$ cat src/rtl/mem_access_stage_pkg.sv
// Shared constants for the MEM stage: memop/funct3 encodings, FSM states
// and the MEM latch packing that the WB stage unpacks.
package mem_access_stage_pkg;

    localparam logic [1:0] MEMOP_NONE  = 2'd0;
    localparam logic [1:0] MEMOP_LOAD  = 2'd1;
    localparam logic [1:0] MEMOP_STORE = 2'd2;
    localparam logic [1:0] MEMOP_RSVD  = 2'd3;

    localparam logic [2:0] F3_B  = 3'd0;
    localparam logic [2:0] F3_H  = 3'd1;
    localparam logic [2:0] F3_W  = 3'd2;
    localparam logic [2:0] F3_BU = 3'd4;
    localparam logic [2:0] F3_HU = 3'd5;

    localparam logic [0:0] ST_IDLE     = 1'b0;
    localparam logic [0:0] ST_WAIT_RSP = 1'b1;

    // MEM latch, MSB first: {valid, rd, wr_reg, data, inst_count}
    function automatic int memlat_w(int dbits, int regbits);
        return 2 + regbits + 2 * dbits;
    endfunction

endpackage

$ cat src/rtl/mem_access_stage_if.sv
// Data-memory request/response port: one ready/valid request channel
// and a valid-only response channel.
interface mem_access_stage_if #(
    parameter int DBITS = 32
) ();
    logic             dmem_req_valid;
    logic             dmem_req_ready;
    logic             dmem_req_we;
    logic [DBITS-1:0] dmem_req_addr;
    logic [DBITS-1:0] dmem_req_wdata;
    logic [3:0]       dmem_req_wstrb;
    logic             dmem_rsp_valid;
    logic [DBITS-1:0] dmem_rsp_rdata;

    modport master (
        output dmem_req_valid, dmem_req_we, dmem_req_addr,
        output dmem_req_wdata, dmem_req_wstrb,
        input  dmem_req_ready, dmem_rsp_valid, dmem_rsp_rdata
    );

    modport slave (
        input  dmem_req_valid, dmem_req_we, dmem_req_addr,
        input  dmem_req_wdata, dmem_req_wstrb,
        output dmem_req_ready, dmem_rsp_valid, dmem_rsp_rdata
    );
endinterface

$ cat src/rtl/mem_lane_align.sv
// Byte-lane steering: store data replication/strobes and load
// extract with sign or zero extension.
module mem_lane_align
    import mem_access_stage_pkg::*;
#(
    parameter int DBITS = 32
) (
    input  logic [1:0]       addr_i,
    input  logic [2:0]       size_i,
    input  logic [DBITS-1:0] st_data_i,
    input  logic [DBITS-1:0] ld_word_i,
    output logic [DBITS-1:0] st_data_o,
    output logic [3:0]       st_strb_o,
    output logic [DBITS-1:0] ld_data_o
);
    logic [7:0]  ld_b;
    logic [15:0] ld_h;
    logic        sx;

    assign ld_b = ld_word_i[{addr_i, 3'b000} +: 8];
    assign ld_h = ld_word_i[{addr_i[1], 4'b0000} +: 16];
    assign sx   = !size_i[2];

    always_comb begin
        st_data_o = st_data_i;
        st_strb_o = 4'hF;
        ld_data_o = ld_word_i;
        unique case (size_i[1:0])
            F3_B[1:0]: begin
                st_data_o = {4{st_data_i[7:0]}};
                st_strb_o = 4'b0001 << addr_i;
                ld_data_o = {{24{ld_b[7] & sx}}, ld_b};
            end
            F3_H[1:0]: begin
                st_data_o = {2{st_data_i[15:0]}};
                st_strb_o = 4'b0011 << {addr_i[1], 1'b0};
                ld_data_o = {{16{ld_h[15] & sx}}, ld_h};
            end
            default: ;
        endcase
    end
endmodule

$ cat src/rtl/mem_access_stage.sv
// MEM pipeline stage: issues loads/stores, holds upstream on outstanding
// loads, fills the MEM latch. Option: MEM_MISALIGN_TRAP_EN.
module mem_access_stage
    import mem_access_stage_pkg::*;
#(
    parameter int DBITS     = 32,
    parameter int REGNOBITS = 5,
    parameter int CNTBITS   = 32
) (
    input  logic                 clk,
    input  logic                 reset,
    input  logic                 agex_valid,
    input  logic [1:0]           agex_memop,
    input  logic [2:0]           agex_size,
    input  logic [DBITS-1:0]     agex_aluout,
    input  logic [DBITS-1:0]     agex_wdata,
    input  logic [REGNOBITS-1:0] agex_rd,
    input  logic                 agex_wr_reg,
    input  logic [DBITS-1:0]     agex_inst_count,
    output logic                 mem_stall,
    mem_access_stage_if.master   dmem,
    output logic                 wb_valid,
    output logic [REGNOBITS-1:0] wb_rd,
    output logic                 wb_wr_reg,
    output logic [DBITS-1:0]     wb_data,
    output logic [DBITS-1:0]     wb_inst_count,
    output logic                 fwd_valid,
    output logic [REGNOBITS-1:0] fwd_rd,
    output logic [DBITS-1:0]     fwd_data,
    output logic [CNTBITS-1:0]   stall_cycles
`ifdef MEM_MISALIGN_TRAP_EN
    ,
    output logic                 misalign_trap
`endif
);
    localparam int LATW = memlat_w(DBITS, REGNOBITS);

    logic [0:0]         state_q, state_d;
    logic [LATW-1:0]    lat_q, lat_d;
    logic [CNTBITS-1:0] stall_q;
    logic               is_ld, is_st, mis, req_valid;
    logic [DBITS-1:0]   st_wdata, ld_data;
    logic [3:0]         st_strb;
`ifdef MEM_MISALIGN_TRAP_EN
    logic               trap_q, trap_d;
`endif

    assign is_ld = agex_valid && (agex_memop == MEMOP_LOAD);
    assign is_st = agex_valid && (agex_memop == MEMOP_STORE);

`ifdef MEM_MISALIGN_TRAP_EN
    assign mis = (is_ld || is_st) &&
                 (((agex_size[1:0] == F3_H[1:0]) && agex_aluout[0]) ||
                  ((agex_size[1:0] == F3_W[1:0]) && (agex_aluout[1:0] != 2'b00)));
`else
    assign mis = 1'b0;
`endif

    mem_lane_align #(.DBITS(DBITS)) u_align (
        .addr_i    (agex_aluout[1:0]),
        .size_i    (agex_size),
        .st_data_i (agex_wdata),
        .ld_word_i (dmem.dmem_rsp_rdata),
        .st_data_o (st_wdata),
        .st_strb_o (st_strb),
        .ld_data_o (ld_data)
    );

    always_comb begin
        state_d   = state_q;
        lat_d     = '0;
        mem_stall = 1'b0;
        req_valid = 1'b0;
`ifdef MEM_MISALIGN_TRAP_EN
        trap_d    = 1'b0;
`endif
        unique case (state_q)
            ST_IDLE: begin
                if ((is_ld || is_st) && !mis) begin
                    req_valid = 1'b1;
                    if (is_st) begin
                        // posted write: retire as soon as it is accepted
                        mem_stall = !dmem.dmem_req_ready;
                        if (dmem.dmem_req_ready)
                            lat_d = {1'b1, agex_rd, 1'b0, agex_aluout, agex_inst_count};
                    end else begin
                        mem_stall = 1'b1;
                        if (dmem.dmem_req_ready)
                            state_d = ST_WAIT_RSP;
                    end
                end else if (agex_valid) begin
                    lat_d = {1'b1, agex_rd, agex_wr_reg & !mis,
                             agex_aluout, agex_inst_count};
`ifdef MEM_MISALIGN_TRAP_EN
                    trap_d = mis;
`endif
                end
            end
            ST_WAIT_RSP: begin
                mem_stall = !dmem.dmem_rsp_valid;
                if (dmem.dmem_rsp_valid) begin
                    lat_d   = {1'b1, agex_rd, agex_wr_reg, ld_data, agex_inst_count};
                    state_d = ST_IDLE;
                end
            end
            default: state_d = ST_IDLE;
        endcase
    end

    always_ff @(posedge clk or posedge reset) begin
        if (reset) begin
            state_q <= ST_IDLE;
            lat_q   <= '0;
            stall_q <= '0;
        end else begin
            state_q <= state_d;
            lat_q   <= lat_d;
            if (mem_stall)
                stall_q <= stall_q + CNTBITS'(1);
        end
    end

`ifdef MEM_MISALIGN_TRAP_EN
    always_ff @(posedge clk or posedge reset) begin
        if (reset) trap_q <= 1'b0;
        else       trap_q <= trap_d;
    end
    assign misalign_trap = trap_q;
`endif

    assign dmem.dmem_req_valid = req_valid;
    assign dmem.dmem_req_we    = is_st;
    assign dmem.dmem_req_addr  = {agex_aluout[DBITS-1:2], 2'b00};
    assign dmem.dmem_req_wdata = st_wdata;
    assign dmem.dmem_req_wstrb = st_strb;

    assign {wb_valid, wb_rd, wb_wr_reg, wb_data, wb_inst_count} = lat_q;
    assign fwd_valid    = wb_valid && wb_wr_reg && (wb_rd != '0);
    assign fwd_rd       = wb_rd;
    assign fwd_data     = wb_data;
    assign stall_cycles = stall_q;
endmodule

$ cat src/flat_wrapper.sv
// flat-port wrapper written by rule: the top's interface ports become plain ports
module mem_access_stage_flat import mem_access_stage_pkg::*;
#(
    parameter int DBITS     = 32,
    parameter int REGNOBITS = 5,
    parameter int CNTBITS   = 32
)
  (clk, reset, agex_valid, agex_memop, agex_size, agex_aluout, agex_wdata, agex_rd, agex_wr_reg, agex_inst_count, mem_stall, wb_valid, wb_rd, wb_wr_reg, wb_data, wb_inst_count, fwd_valid, fwd_rd, fwd_data, stall_cycles, dmem_dmem_req_valid, dmem_dmem_req_we, dmem_dmem_req_addr, dmem_dmem_req_wdata, dmem_dmem_req_wstrb, dmem_dmem_req_ready, dmem_dmem_rsp_valid, dmem_dmem_rsp_rdata);
  mem_access_stage_if #(.DBITS(DBITS)) dmem_i ();
  input  logic clk;
  input  logic reset;
  input  logic agex_valid;
  input  logic [1:0] agex_memop;
  input  logic [2:0] agex_size;
  input  logic [DBITS-1:0] agex_aluout;
  input  logic [DBITS-1:0] agex_wdata;
  input  logic [REGNOBITS-1:0] agex_rd;
  input  logic agex_wr_reg;
  input  logic [DBITS-1:0] agex_inst_count;
  output logic mem_stall;
  output logic wb_valid;
  output logic [REGNOBITS-1:0] wb_rd;
  output logic wb_wr_reg;
  output logic [DBITS-1:0] wb_data;
  output logic [DBITS-1:0] wb_inst_count;
  output logic fwd_valid;
  output logic [REGNOBITS-1:0] fwd_rd;
  output logic [DBITS-1:0] fwd_data;
  output logic [CNTBITS-1:0] stall_cycles;
  output wire logic [$bits(dmem_i.dmem_req_valid)-1:0] dmem_dmem_req_valid;
  output wire logic [$bits(dmem_i.dmem_req_we)-1:0] dmem_dmem_req_we;
  output wire logic [$bits(dmem_i.dmem_req_addr)-1:0] dmem_dmem_req_addr;
  output wire logic [$bits(dmem_i.dmem_req_wdata)-1:0] dmem_dmem_req_wdata;
  output wire logic [$bits(dmem_i.dmem_req_wstrb)-1:0] dmem_dmem_req_wstrb;
  input wire logic [$bits(dmem_i.dmem_req_ready)-1:0] dmem_dmem_req_ready;
  input wire logic [$bits(dmem_i.dmem_rsp_valid)-1:0] dmem_dmem_rsp_valid;
  input wire logic [$bits(dmem_i.dmem_rsp_rdata)-1:0] dmem_dmem_rsp_rdata;
  assign dmem_dmem_req_valid = dmem_i.dmem_req_valid;
  assign dmem_dmem_req_we = dmem_i.dmem_req_we;
  assign dmem_dmem_req_addr = dmem_i.dmem_req_addr;
  assign dmem_dmem_req_wdata = dmem_i.dmem_req_wdata;
  assign dmem_dmem_req_wstrb = dmem_i.dmem_req_wstrb;
  assign dmem_i.dmem_req_ready = dmem_dmem_req_ready;
  assign dmem_i.dmem_rsp_valid = dmem_dmem_rsp_valid;
  assign dmem_i.dmem_rsp_rdata = dmem_dmem_rsp_rdata;
  mem_access_stage #(.DBITS(DBITS), .REGNOBITS(REGNOBITS), .CNTBITS(CNTBITS)) u_core (.clk(clk), .reset(reset), .agex_valid(agex_valid), .agex_memop(agex_memop), .agex_size(agex_size), .agex_aluout(agex_aluout), .agex_wdata(agex_wdata), .agex_rd(agex_rd), .agex_wr_reg(agex_wr_reg), .agex_inst_count(agex_inst_count), .mem_stall(mem_stall), .dmem(dmem_i), .wb_valid(wb_valid), .wb_rd(wb_rd), .wb_wr_reg(wb_wr_reg), .wb_data(wb_data), .wb_inst_count(wb_inst_count), .fwd_valid(fwd_valid), .fwd_rd(fwd_rd), .fwd_data(fwd_data), .stall_cycles(stall_cycles));
endmodule
$ cat config.mk
export PLATFORM = sky130hd
export DESIGN_NAME = mem_access_stage_flat
export DESIGN_NICKNAME = d
export VERILOG_FILES = /design/src/rtl/mem_access_stage_pkg.sv /design/src/rtl/mem_access_stage_if.sv /design/src/rtl/mem_lane_align.sv /design/src/rtl/mem_access_stage.sv /design/src/flat_wrapper.sv
export SDC_FILE = /design/constraint.sdc
export NUM_CORES = 1
export LEC_CHECK = 0
export CAP_MARGIN = 5
export CORE_AREA = 3 3 137 139
export DETAILED_ROUTE_END_ITERATION = 7
export DIE_AREA = 0 0 140 142
export PLACE_DENSITY = 0.71
export SYNTH_ARGS = -nofsm -noshare
export SYNTH_HDL_FRONTEND = slang
export SYNTH_SLANG_ARGS = --single-unit
$ cat constraint.sdc
create_clock -name clk -period 9.4 [get_ports clk]
set_input_delay 1.88 -clock clk [delete_from_list [all_inputs] [get_ports clk]]
set_output_delay 1.88 -clock clk [all_outputs]
set_load 0.01 [all_outputs]
==> results of run 1 <==
[sequential cells by signal, summed over array words and instances (netlist names)]
| register | cells |
|---|---|
| u_core.lat_q | 71 |
| u_core.stall_cycles | 32 |
| u_core.state_q | 1 |
[stage by stage]
stage	hold slack (ns)	setup slack (ns)	instance area, µm²	utilization (%)	cells
after floorplan	0.504	4.48	5530	-	512
after detailed placement	0.461	3.23	8660	48.7	992
after CTS	0.471	3.23	8950	50.4	1008
final	0.465	3.23	8950	50.4	1008
after global placement	0.456	3.26	8660	48.7	992
after global routing	0.489	3.14	8950	50.4	1008
[Yosys cell counts, types with 4 or more instances]
library cell	n
dfrtp_1	104
buf_4	80
nor2b_1	42
nand2_1	32
mux2_2	25
xor2_1	24
o21ai_0	21
nor2_1	17
a221o_1	16
clkbuf_1	13
a21oi_1	10
mux2i_1	9
nor3b_1	9
inv_1	8
xnor2_1	8
a221oi_1	7
a22oi_1	7
buf_2	7
nand3_1	7
nor4_2	7
and3_1	6
nand4_1	5
and4_1	4
[worst register-to-register path, cell delays in order, from the launching register on]
cell and delay [ns]:
dfrtp_1 0.47, nand2_1 0.48, a2111oi_4 0.91, a221o_1 0.23
[logic make-up after synthesis]
logic type               count (synthesis)  share of synthesized area [%]
flip-flops                             104                           47.1
XOR/XNOR                                32                           5.07
adder cells (fa/ha/maj)                  1                          0.226
AND/OR/NAND/NOR                        146                           15.6
buffers and inverters                  113                           13.7
other                                    1                         0.0678
AO/OA/AOI/OAI                           79                           11.2
multiplexers                            35                           7.13
[final cells by class]
class                   count  area, µm²
clock buffers              10        239
well taps                 229        287
clock inverters             6       51.3
flip-flops and latches    104       2600
multi-input cells         295       2190
fillers                  1615       8830
repair buffers            356       3560
inverters                   8       32.5
[routing by layer]
layer  vias to the layer above  global-route usage [%]  wire (µm)
li1                       2227                       -          -
met1                      2198                    22.7       7550
met2                       239                    33.0       9720
met3                        15                    4.64       1480
met4                         0                    4.39        260
met5                         -                       0          0
[worst paths after layout]
path,to,cells past startpoint
min in group asynchronous,u_core.stall_cycles[20],2
worst min-delay path,u_core.stall_cycles[31],1
worst min register to register,u_core.stall_cycles[31],1
worst max register to register,u_core.lat_q[55],3
max in group asynchronous,u_core.lat_q[50],3
worst max-delay path,dmem_dmem_req_wstrb[0],4
[report_power, final]
group | internal (W) | switching (W) | total (W)
registers | 0.000478 | 0.0000295 | 0.000508
logic | 0.000194 | 0.000133 | 0.000327
clock network | 0.000191 | 0.000175 | 0.000366
total | 0.000863 | 0.000337 | 0.00120
[layout by cell type (no fill, tap or decap), types with 3 or more instances in the layout]
cell type and instances:
mux2i_1 9, nand3_1 7, nand2b_1 3, a221oi_1 7, inv_1 7, nor4_2 7
o21ai_0 21, nor2_1 17, a22oi_1 7, and3_1 6, clkdlybuf4s50_1 353, nor3b_1 9
clkinv_4 3, nor2b_1 42, and4_1 4, nand2_1 32, clkbuf_16 9, mux2_2 25
a21oi_1 9, nor3_2 3, xor2_1 24, nor3_1 3, dfrtp_1 104, a21o_1 3
xnor2_1 8, a221o_1 16, buf_4 3, nand4_1 5
==> results.py, run 1 <==
metrics = {
    "logic_synthesis": {
        "synthFlopType": "dfrtp_1",
        "ys_warn_count": 0,
        "yosys.area.top_type_share_pct": 47.1,
        "synth_cell_types": 53,
        "synth_area_um2": 5530,
        "synth_seq_cells": 104,
        "ys_seq_area_share_pct": 47.1,
        "synth_edf_count": 0,
        "syn_inst": 511,
        "async_reset_ff_share_pct": 100,
        "avgSynthCellArea_um2": 10.8,
        "synthTopCellsByArea": "dfrtp_1 (47%), buf_4 (11%), mux2_2 (5.1%)",
        "synth_top_area_cell": "dfrtp_1",
    },
    "layout": {
        "antenna_cells": 0,
        "drive_above_1_share_pct": 8.22,
        "finalNetCount": 919,
        "syn_to_final_growth_pct": 61.9,
    },
    "floorplan": {
        "die_h_um": 142,
        "fp.coreArea_um2": 17800,
        "fp.dieW_um": 140,
        "initial_core_util_pct": 31.1,
        "std_cell_rows": 49,
        "io_pins": 356,
        "dieArea_um2": 19900,
    },
    "placed_design": {
        "port_buffers": 353,
        "dp_hpwl_um": 15300,
        "gp_congestion": 0.797,
    },
    "min_path": {
        "hold_start": "u_core.stall_cycles[31]",
        "worst_hold_path_type": "flip-flop to flip-flop",
    },
    "cts": {
        "cts.root.buffer_cell": "clkbuf_16",
        "cts_made_buffers": 9,
        "clock_path_buffers": 2,
        "clkSinkCount": 104,
        "clkSlewWorstSetupHoldPaths_ns": 0.07,
        "post_cts_resized": 0,
        "h-tree-depth": 3,
        "clock_latency_ns": 0.35,
        "cts_tree": "built",
        "cts_hold_buf": 0,
        "cts_setup_buffers": 0,
    },
    "worst_setup_path": {
        "cp-end-kind": "output pin",
        "start_kind": "input pin",
        "required_ns": 7.52,
        "crit_start": "agex_size[0]",
        "cpPeakStageDelay_ns": 0.95,
        "critPathMaxFanout": 17,
        "path_cells": "clkdlybuf4s50_1, nand2b_1, a21o_1, clkdlybuf4s50_1",
        "crit_slowest_cell": "clkdlybuf4s50_1",
        "r2r_setup_slack_ns": 7.24,
        "worstPathArrival_ns": 4.29,
        "timing.rr.start": "u_core.state_q",
        "crit_family": "buffers and inverters",
        "cpMostUsedCell": "clkdlybuf4s50_1",
        "timing.critical_path.buf_inv": 2,
        "critPathKind": "input pin to output pin",
    },
    "sta": {
        "worst_slew_pin_slew_ns": 0.987,
        "fin_crit_sh_pct": 65.6,
        "period_minus_slack_ns": 6.17,
        "slew_headroom_pct": 34.1,
        "grt_setup_unrepaired": "no",
        "skew_ns": 0.00732,
        "max_freq_mhz": 162,
        "slew_viol_final": 0,
        "final.setup.tns_ns": 0,
        "hold_viol": 0,
        "setup_viol": 0,
    },
    "route": {
        "drc": 0,
        "detail-route-antenna-nets": 0,
        "drt-pass1-iter-count": 4,
        "wl_per_cell_um": 18.9,
        "drt_wl_total_um": 19000,
        "first_iter_violations": 200,
        "dr_total_vias": 4679,
        "routed_via_density": 4.64,
    },
    "power_and_ir_drop": {
        "finalPower_w": 0.00120,
        "pwr_density_cell_nw_per_um2": 134,
        "leakage_nw": 3.74,
        "irDropWorstVdd_mv": 0.0762,
    },
    "global_routing": {
        "grt_overflow": 0,
        "grt_pass1_wl_um": 28100,
        "grt_start_max_net_pins": 64,
        "grt_antenna_before_repair": 0,
        "grt_pass1_vias": 4753,
        "grt_usage_pct": 18.5,
    },
    "run_status": {
        "status": "finished, final reports clean",
    },
    "run": {
        "cap_violations": 0,
    },
}
Note: power is estimated with default switching activity, not from simulation.
==> run 2, diff against run 1 <==
--- a/config.mk
+++ b/config.mk
@@ -6,10 +6,10 @@
 export NUM_CORES = 1
 export LEC_CHECK = 0
 export CAP_MARGIN = 5
-export CORE_AREA = 3 3 137 139
+export CORE_AREA = 3 3 138 140
 export DETAILED_ROUTE_END_ITERATION = 7
-export DIE_AREA = 0 0 140 142
-export PLACE_DENSITY = 0.71
+export DIE_AREA = 0 0 141 143
+export PLACE_DENSITY = 0.7
 export SYNTH_ARGS = -nofsm -noshare
 export SYNTH_HDL_FRONTEND = slang
 export SYNTH_SLANG_ARGS = --single-unit
==> constraint.sdc (replaced) <==
create_clock -name clk -period 5.7 [get_ports clk]
set_input_delay 1.14 -clock clk [delete_from_list [all_inputs] [get_ports clk]]
set_output_delay 1.14 -clock clk [all_outputs]
set_load 0.01 [all_outputs]
==> run 2 against run 1 <==
  * Power grew 67%
  * Global-route usage grew 0.30 points
  * Design area is the same
  * Wire length grew 1.9%
  * Clock power grew 70%
  * Clock-buffer cell count grew 2
  * Setup slack lost 2.0 ns
  * Critical path depth is the same
  * Combinational power grew 65%
  * Final cell count is the same
  * Die area grew 1.4%
  * Largest cell class unchanged
  * Largest power group unchanged
==> results.py, run 2 (same netlist as run 1, synthesis figures left out) <==
metrics = {
    "route": {
        "wl_per_cell_um": 19.2,
        "first_iter_violations": 270,
        "drc": 0,
        "met2WireLength_um": 10000,
        "drt-met1-wl_um": 7550,
        "route.met3.wl_um": 1480,
        "highest_layer": "met4",
        "drt_wl_total_um": 19400,
        "dr_total_vias": 4755,
        "detail-route-antenna-nets": 0,
        "routed_via_density": 4.72,
        "drt-pass1-iter-count": 5,
    },
    "sta": {
        "timing.hold.ws_ns": 0.469,
        "worst_slew_pin_slew_ns": 1.03,
        "setup_viol": 0,
        "fin_ws_ns": 1.25,
        "grt_setup_unrepaired": "no",
        "period_minus_slack_ns": 4.45,
        "fin_crit_sh_pct": 78.1,
        "max_freq_mhz": 225,
        "skew_ns": 0.00538,
        "slew_headroom_pct": 30.9,
        "final.setup.tns_ns": 0,
        "hold_viol": 0,
        "slew_viol_final": 0,
    },
    "worst_setup_path": {
        "path_cells": "clkdlybuf4s50_1, nor2_1, mux2_2, clkdlybuf4s50_1",
        "crit_family": "buffers and inverters",
        "crit_slowest_cell": "nor2_1",
        "timing.critical_path.buf_inv": 2,
        "cpPeakStageDelay_ns": 0.68,
        "required_ns": 4.56,
        "cp-end-kind": "output pin",
        "critPathKind": "input pin to output pin",
        "cpMostUsedCell": "clkdlybuf4s50_1",
        "worstPathArrival_ns": 3.31,
        "start_kind": "input pin",
        "critPathMaxFanout": 12,
    },
    "floorplan": {
        "initial_core_util_pct": 30.8,
        "fp.dieW_um": 141,
        "io_pins": 356,
        "die_h_um": 143,
        "dieArea_um2": 20200,
        "fp.coreArea_um2": 18000,
        "std_cell_rows": 49,
    },
    "placed_design": {
        "gp_congestion": 0.849,
        "dp_hpwl_um": 15400,
        "placed_cell_area_um2": 8660,
        "port_buffers": 353,
        "preCtsSetupSlack_ns": 1.22,
    },
    "layout": {
        "mostFrequentLayoutCell": "clkdlybuf4s50_1",
        "drive_above_1_share_pct": 7.96,
        "antenna_cells": 0,
        "syn_to_final_growth_pct": 61.9,
        "fillers": 1668,
        "largest-register": "u_core.lat_q",
        "finalNetCount": 919,
        "largest_reg_flops": 71,
        "final_cell_mix": "clkdlybuf4s50_1 (353), dfrtp_1 (104), nor2b_1 (42)",
        "fin_area_um2": 8950,
    },
    "run_status": {
        "status": "finished, final reports clean",
    },
    "global_routing": {
        "grt_antenna_before_repair": 0,
        "grt_pass1_vias": 4982,
        "grt_overflow": 0,
        "grt_start_max_net_pins": 68,
        "grt_usage_pct": 18.8,
        "grt_pass1_wl_um": 29100,
    },
    "cts": {
        "clock_path_buffers": 2,
        "cts.root.buffer_cell": "clkbuf_16",
        "cts_made_buffers": 9,
        "cts_hold_buf": 0,
        "h-tree-depth": 3,
        "clock_latency_ns": 0.34,
        "post_cts_resized": 0,
        "clkSlewWorstSetupHoldPaths_ns": 0.07,
        "cts_setup_buffers": 0,
        "cts_tree": "built",
        "clkSinkCount": 104,
    },
    "power_and_ir_drop": {
        "finalPower_w": 0.00200,
        "pwr_density_cell_nw_per_um2": 223,
        "irDropWorstVdd_mv": 0.162,
        "leakage_nw": 3.74,
    },
    "min_path": {
        "worst_hold_path_type": "flip-flop to flip-flop",
    },
    "run": {
        "cap_violations": 0,
    },
}
==> run 2: cell types whose count changed in the layout (fill, tap and decap cells not counted), sizes merged <==
cell    previous run  this run
clkbuf            10        12
clkinv             4         2
bufinv             0         1
inv               10         9
==> run 2: report_power, final <==
part	total (W)	internal, W	switching, W
Combinational	0.000538	0.000320	0.000218
Sequential	0.000841	0.000789	0.0000519
Clock	0.000621	0.000343	0.000278
==> run 2: cell type report <==
| cell class | instances | area (µm²) | share of cell area [%] |
|---|---|---|---|
| Clock buffer | 12 | 236 | 2.64 |
| Clock inverter | 4 | 52.6 | 0.587 |
| Sequential cell | 104 | 2600 | 29.1 |
| Tap cell | 229 | 287 | 3.20 |
| Multi-Input combinational cell | 295 | 2190 | 24.4 |
| Timing Repair Buffer | 356 | 3560 | 39.7 |
| Inverter | 8 | 32.5 | 0.363 |
==> run 2: final timing paths <==
check,start,end,slack [ns],cells after the start
min,u_core.stall_cycles[31],u_core.stall_cycles[31],0.47,1
min reg2reg,u_core.stall_cycles[31],u_core.stall_cycles[31],0.47,1
max reg2reg,u_core.state_q,u_core.lat_q[26],3.37,4
max,agex_size[0],dmem_dmem_req_wdata[14],1.25,4
max in group asynchronous,reset,u_core.lat_q[33],3.37,3
min in group asynchronous,reset,u_core.stall_cycles[30],1.30,2
==> run 2: stage by stage <==
step | utilization (%) | std cells
global route | 49.8 | 1008
global placement | 48.2 | 992
detailed placement | 48.2 | 992
CTS | 49.8 | 1008
finish | 49.8 | 1008
floorplan | - | 512
==> run 2: per-layer routing <==
layer  GRT usage, %  up-vias
met3           4.12       19
met1           22.3     2264
met4           6.58        0
li1               -     2221
met2           33.8      251
met5              0        -
==> run 2: worst register-to-register path, delay by kind of cell (launching register included) <==
| kind | cells | cell delay (ns) |
|---|---|---|
| AND/OR/NAND/NOR | 3 | 0.77 |
| flip-flops | 1 | 0.52 |
| AO/OA/AOI/OAI | 1 | 0.88 |
==> run 3, diff against run 2 <==
==> constraint.sdc (replaced) <==
create_clock -name clk -period 4.1 [get_ports clk]
set_input_delay 0.82 -clock clk [delete_from_list [all_inputs] [get_ports clk]]
set_output_delay 0.82 -clock clk [all_outputs]
set_load 0.01 [all_outputs]
==> run 3 against run 2 <==
  * Combinational power up 41%
  * Non-clock buffer count up 7
  * Design area up 1.0%
  * Clock power up 48%
  * Sequential share of layout area down 0.29 points
  * Power up 42%
  * Critical path depth up 1
  * Largest power group unchanged
==> results.py, run 3 (same netlist as run 1, synthesis figures left out) <==
metrics = {
    "run_status": {
        "status": "finished, final reports clean",
    },
    "floorplan": {
        "fp.dieW_um": 141,
        "io_pins": 356,
        "die_h_um": 143,
        "std_cell_rows": 49,
        "dieArea_um2": 20200,
        "initial_core_util_pct": 30.8,
        "fp.coreArea_um2": 18000,
    },
    "route": {
        "wl_per_cell_um": 18.9,
        "detail-route-antenna-nets": 0,
        "drt_wl_total_um": 19200,
        "dr_total_vias": 4797,
        "drc": 0,
        "drt-pass1-iter-count": 4,
        "routed_via_density": 4.73,
        "first_iter_violations": 165,
    },
    "sta": {
        "skew_ns": 0.0103,
        "period_minus_slack_ns": 3.62,
        "setup_viol": 0,
        "hold_viol": 0,
        "slew_headroom_pct": 31.9,
        "final.setup.tns_ns": 0,
        "max_freq_mhz": 276,
        "timing.hold.ws_ns": 0.472,
        "fin_crit_sh_pct": 88.3,
        "grt_setup_unrepaired": "no",
        "slew_viol_final": 0,
        "worst_slew_pin_slew_ns": 1.02,
    },
    "worst_setup_path": {
        "critPathKind": "input pin to output pin",
        "start_kind": "input pin",
        "required_ns": 3.28,
        "cp-end-kind": "output pin",
        "worstPathArrival_ns": 2.80,
        "critPathMaxFanout": 5,
    },
    "layout": {
        "antenna_cells": 0,
        "largest_reg_flops": 71,
        "mostFrequentLayoutCell": "clkdlybuf4s50_1",
        "largest-register": "u_core.lat_q",
        "syn_to_final_growth_pct": 63.6,
        "finalNetCount": 926,
        "fillers": 1650,
        "fin_util_pct": 50.4,
        "final_cell_mix": "clkdlybuf4s50_1 (353), dfrtp_1 (104), nor2b_1 (42)",
        "fin_area_um2": 9040,
        "drive_above_1_share_pct": 9.04,
    },
    "power_and_ir_drop": {
        "p_comb_share_pct": 26.7,
        "p_seq_share_pct": 41.0,
        "finalPower_w": 0.00285,
        "p_clk_share_pct": 32.3,
        "leakage_nw": 3.79,
        "power_switching_w": 0.000764,
        "irDropWorstVdd_mv": 0.173,
        "pwr_density_cell_nw_per_um2": 315,
        "intPower_w": 0.00208,
        "switching_share_pct": 26.8,
    },
    "cts": {
        "cts.root.buffer_cell": "clkbuf_16",
        "h-tree-depth": 3,
        "cts_made_buffers": 9,
        "cts_tree": "built",
        "cts_hold_buf": 0,
        "cts_setup_buffers": 0,
        "clkSinkCount": 104,
        "clock_path_buffers": 2,
        "clkSlewWorstSetupHoldPaths_ns": 0.07,
        "post_cts_resized": 0,
        "clock_latency_ns": 0.35,
    },
    "global_routing": {
        "grt_pass1_vias": 5082,
        "grt_usage_pct": 18.5,
        "grt_overflow": 0,
        "grt_pass1_wl_um": 28600,
        "grt_antenna_before_repair": 0,
        "grt_start_max_net_pins": 65,
    },
    "placed_design": {
        "placed_cell_area_um2": 8730,
        "dp_hpwl_um": 15600,
        "gp_congestion": 0.784,
        "port_buffers": 353,
    },
    "min_path": {
        "worst_hold_path_type": "flip-flop to flip-flop",
    },
    "run": {
        "cap_violations": 0,
    },
}
run 3: changes by cell type in the layout (fill, tap and decap cells not counted):
cell | previous run | this run
clkbuf_1 | 3 | 0
buf_4 | 3 | 9
bufinv_16 | 1 | 2
clkinv_4 | 1 | 0
inv_6 | 1 | 2
clkinvlp_4 | 0 | 1
buf_12 | 0 | 1
run 3: final timing paths:
| kind | startpoint | end | slack (ns) | cells past startpoint |
|---|---|---|---|---|
| hold / removal | u_core.stall_cycles[31] | u_core.stall_cycles[31] | 0.47 | 1 |
| setup / recovery | agex_memop[0] | mem_stall | 0.48 | 5 |
| hold reg to reg | u_core.stall_cycles[31] | u_core.stall_cycles[31] | 0.47 | 1 |
| max in group asynchronous | reset | u_core.lat_q[56] | 2.49 | 3 |
| setup reg to reg | u_core.stall_cycles[3] | u_core.stall_cycles[29] | 2.09 | 5 |
| min in group asynchronous | reset | u_core.stall_cycles[31] | 0.88 | 2 |
run 3: layer usage:
metal  track usage (%)  vias up  part of all wire [%]
li1                  -     2226                     -
met2              33.1      243                    51
met4              6.48        0                   2.3
met1              22.0     2305                    40
met3              4.15       23                   7.4
met5                 0        -                     0
run 3: critical path, stage by stage:
cell,delay (ns)
clkdlybuf4s50_1,0.49
or3b_1,0.47
a21oi_4,0.22
or2_1,0.23
clkdlybuf4s50_1,0.57
run 3: metrics by stage:
stage / instances / setup WS [ns]
finish: 1014 / 0.478
global route: 1014 / 0.378
CTS: 1014 / 0.465
detailed placement: 999 / 0.470
global placement: 999 / 0.526
floorplan: 512 / 0.548
run 3: layout make-up:
type	count	area, µm²	area share [%]
flip-flops and latches	104	2600	28.8
well taps	229	287	3.17
clock inverters	6	90.1	0.996
inverters	8	32.5	0.360
clock buffers	9	225	2.49
multi-input cells	295	2190	24.2
repair buffers	363	3620	40.0
run 3: power by group through the flow:
stage | combinational (W) | clock, W | sequential, W
CTS | 0.000770 | 0.000943 | 0.00117
finish | 0.000760 | 0.000920 | 0.00117
detailed placement | 0.000764 | 0 | 0.00119
global route | 0.000812 | 0.000983 | 0.00118
floorplan | 0.000294 | 0 | 0.00121
global placement | 0.000756 | 0 | 0.00119
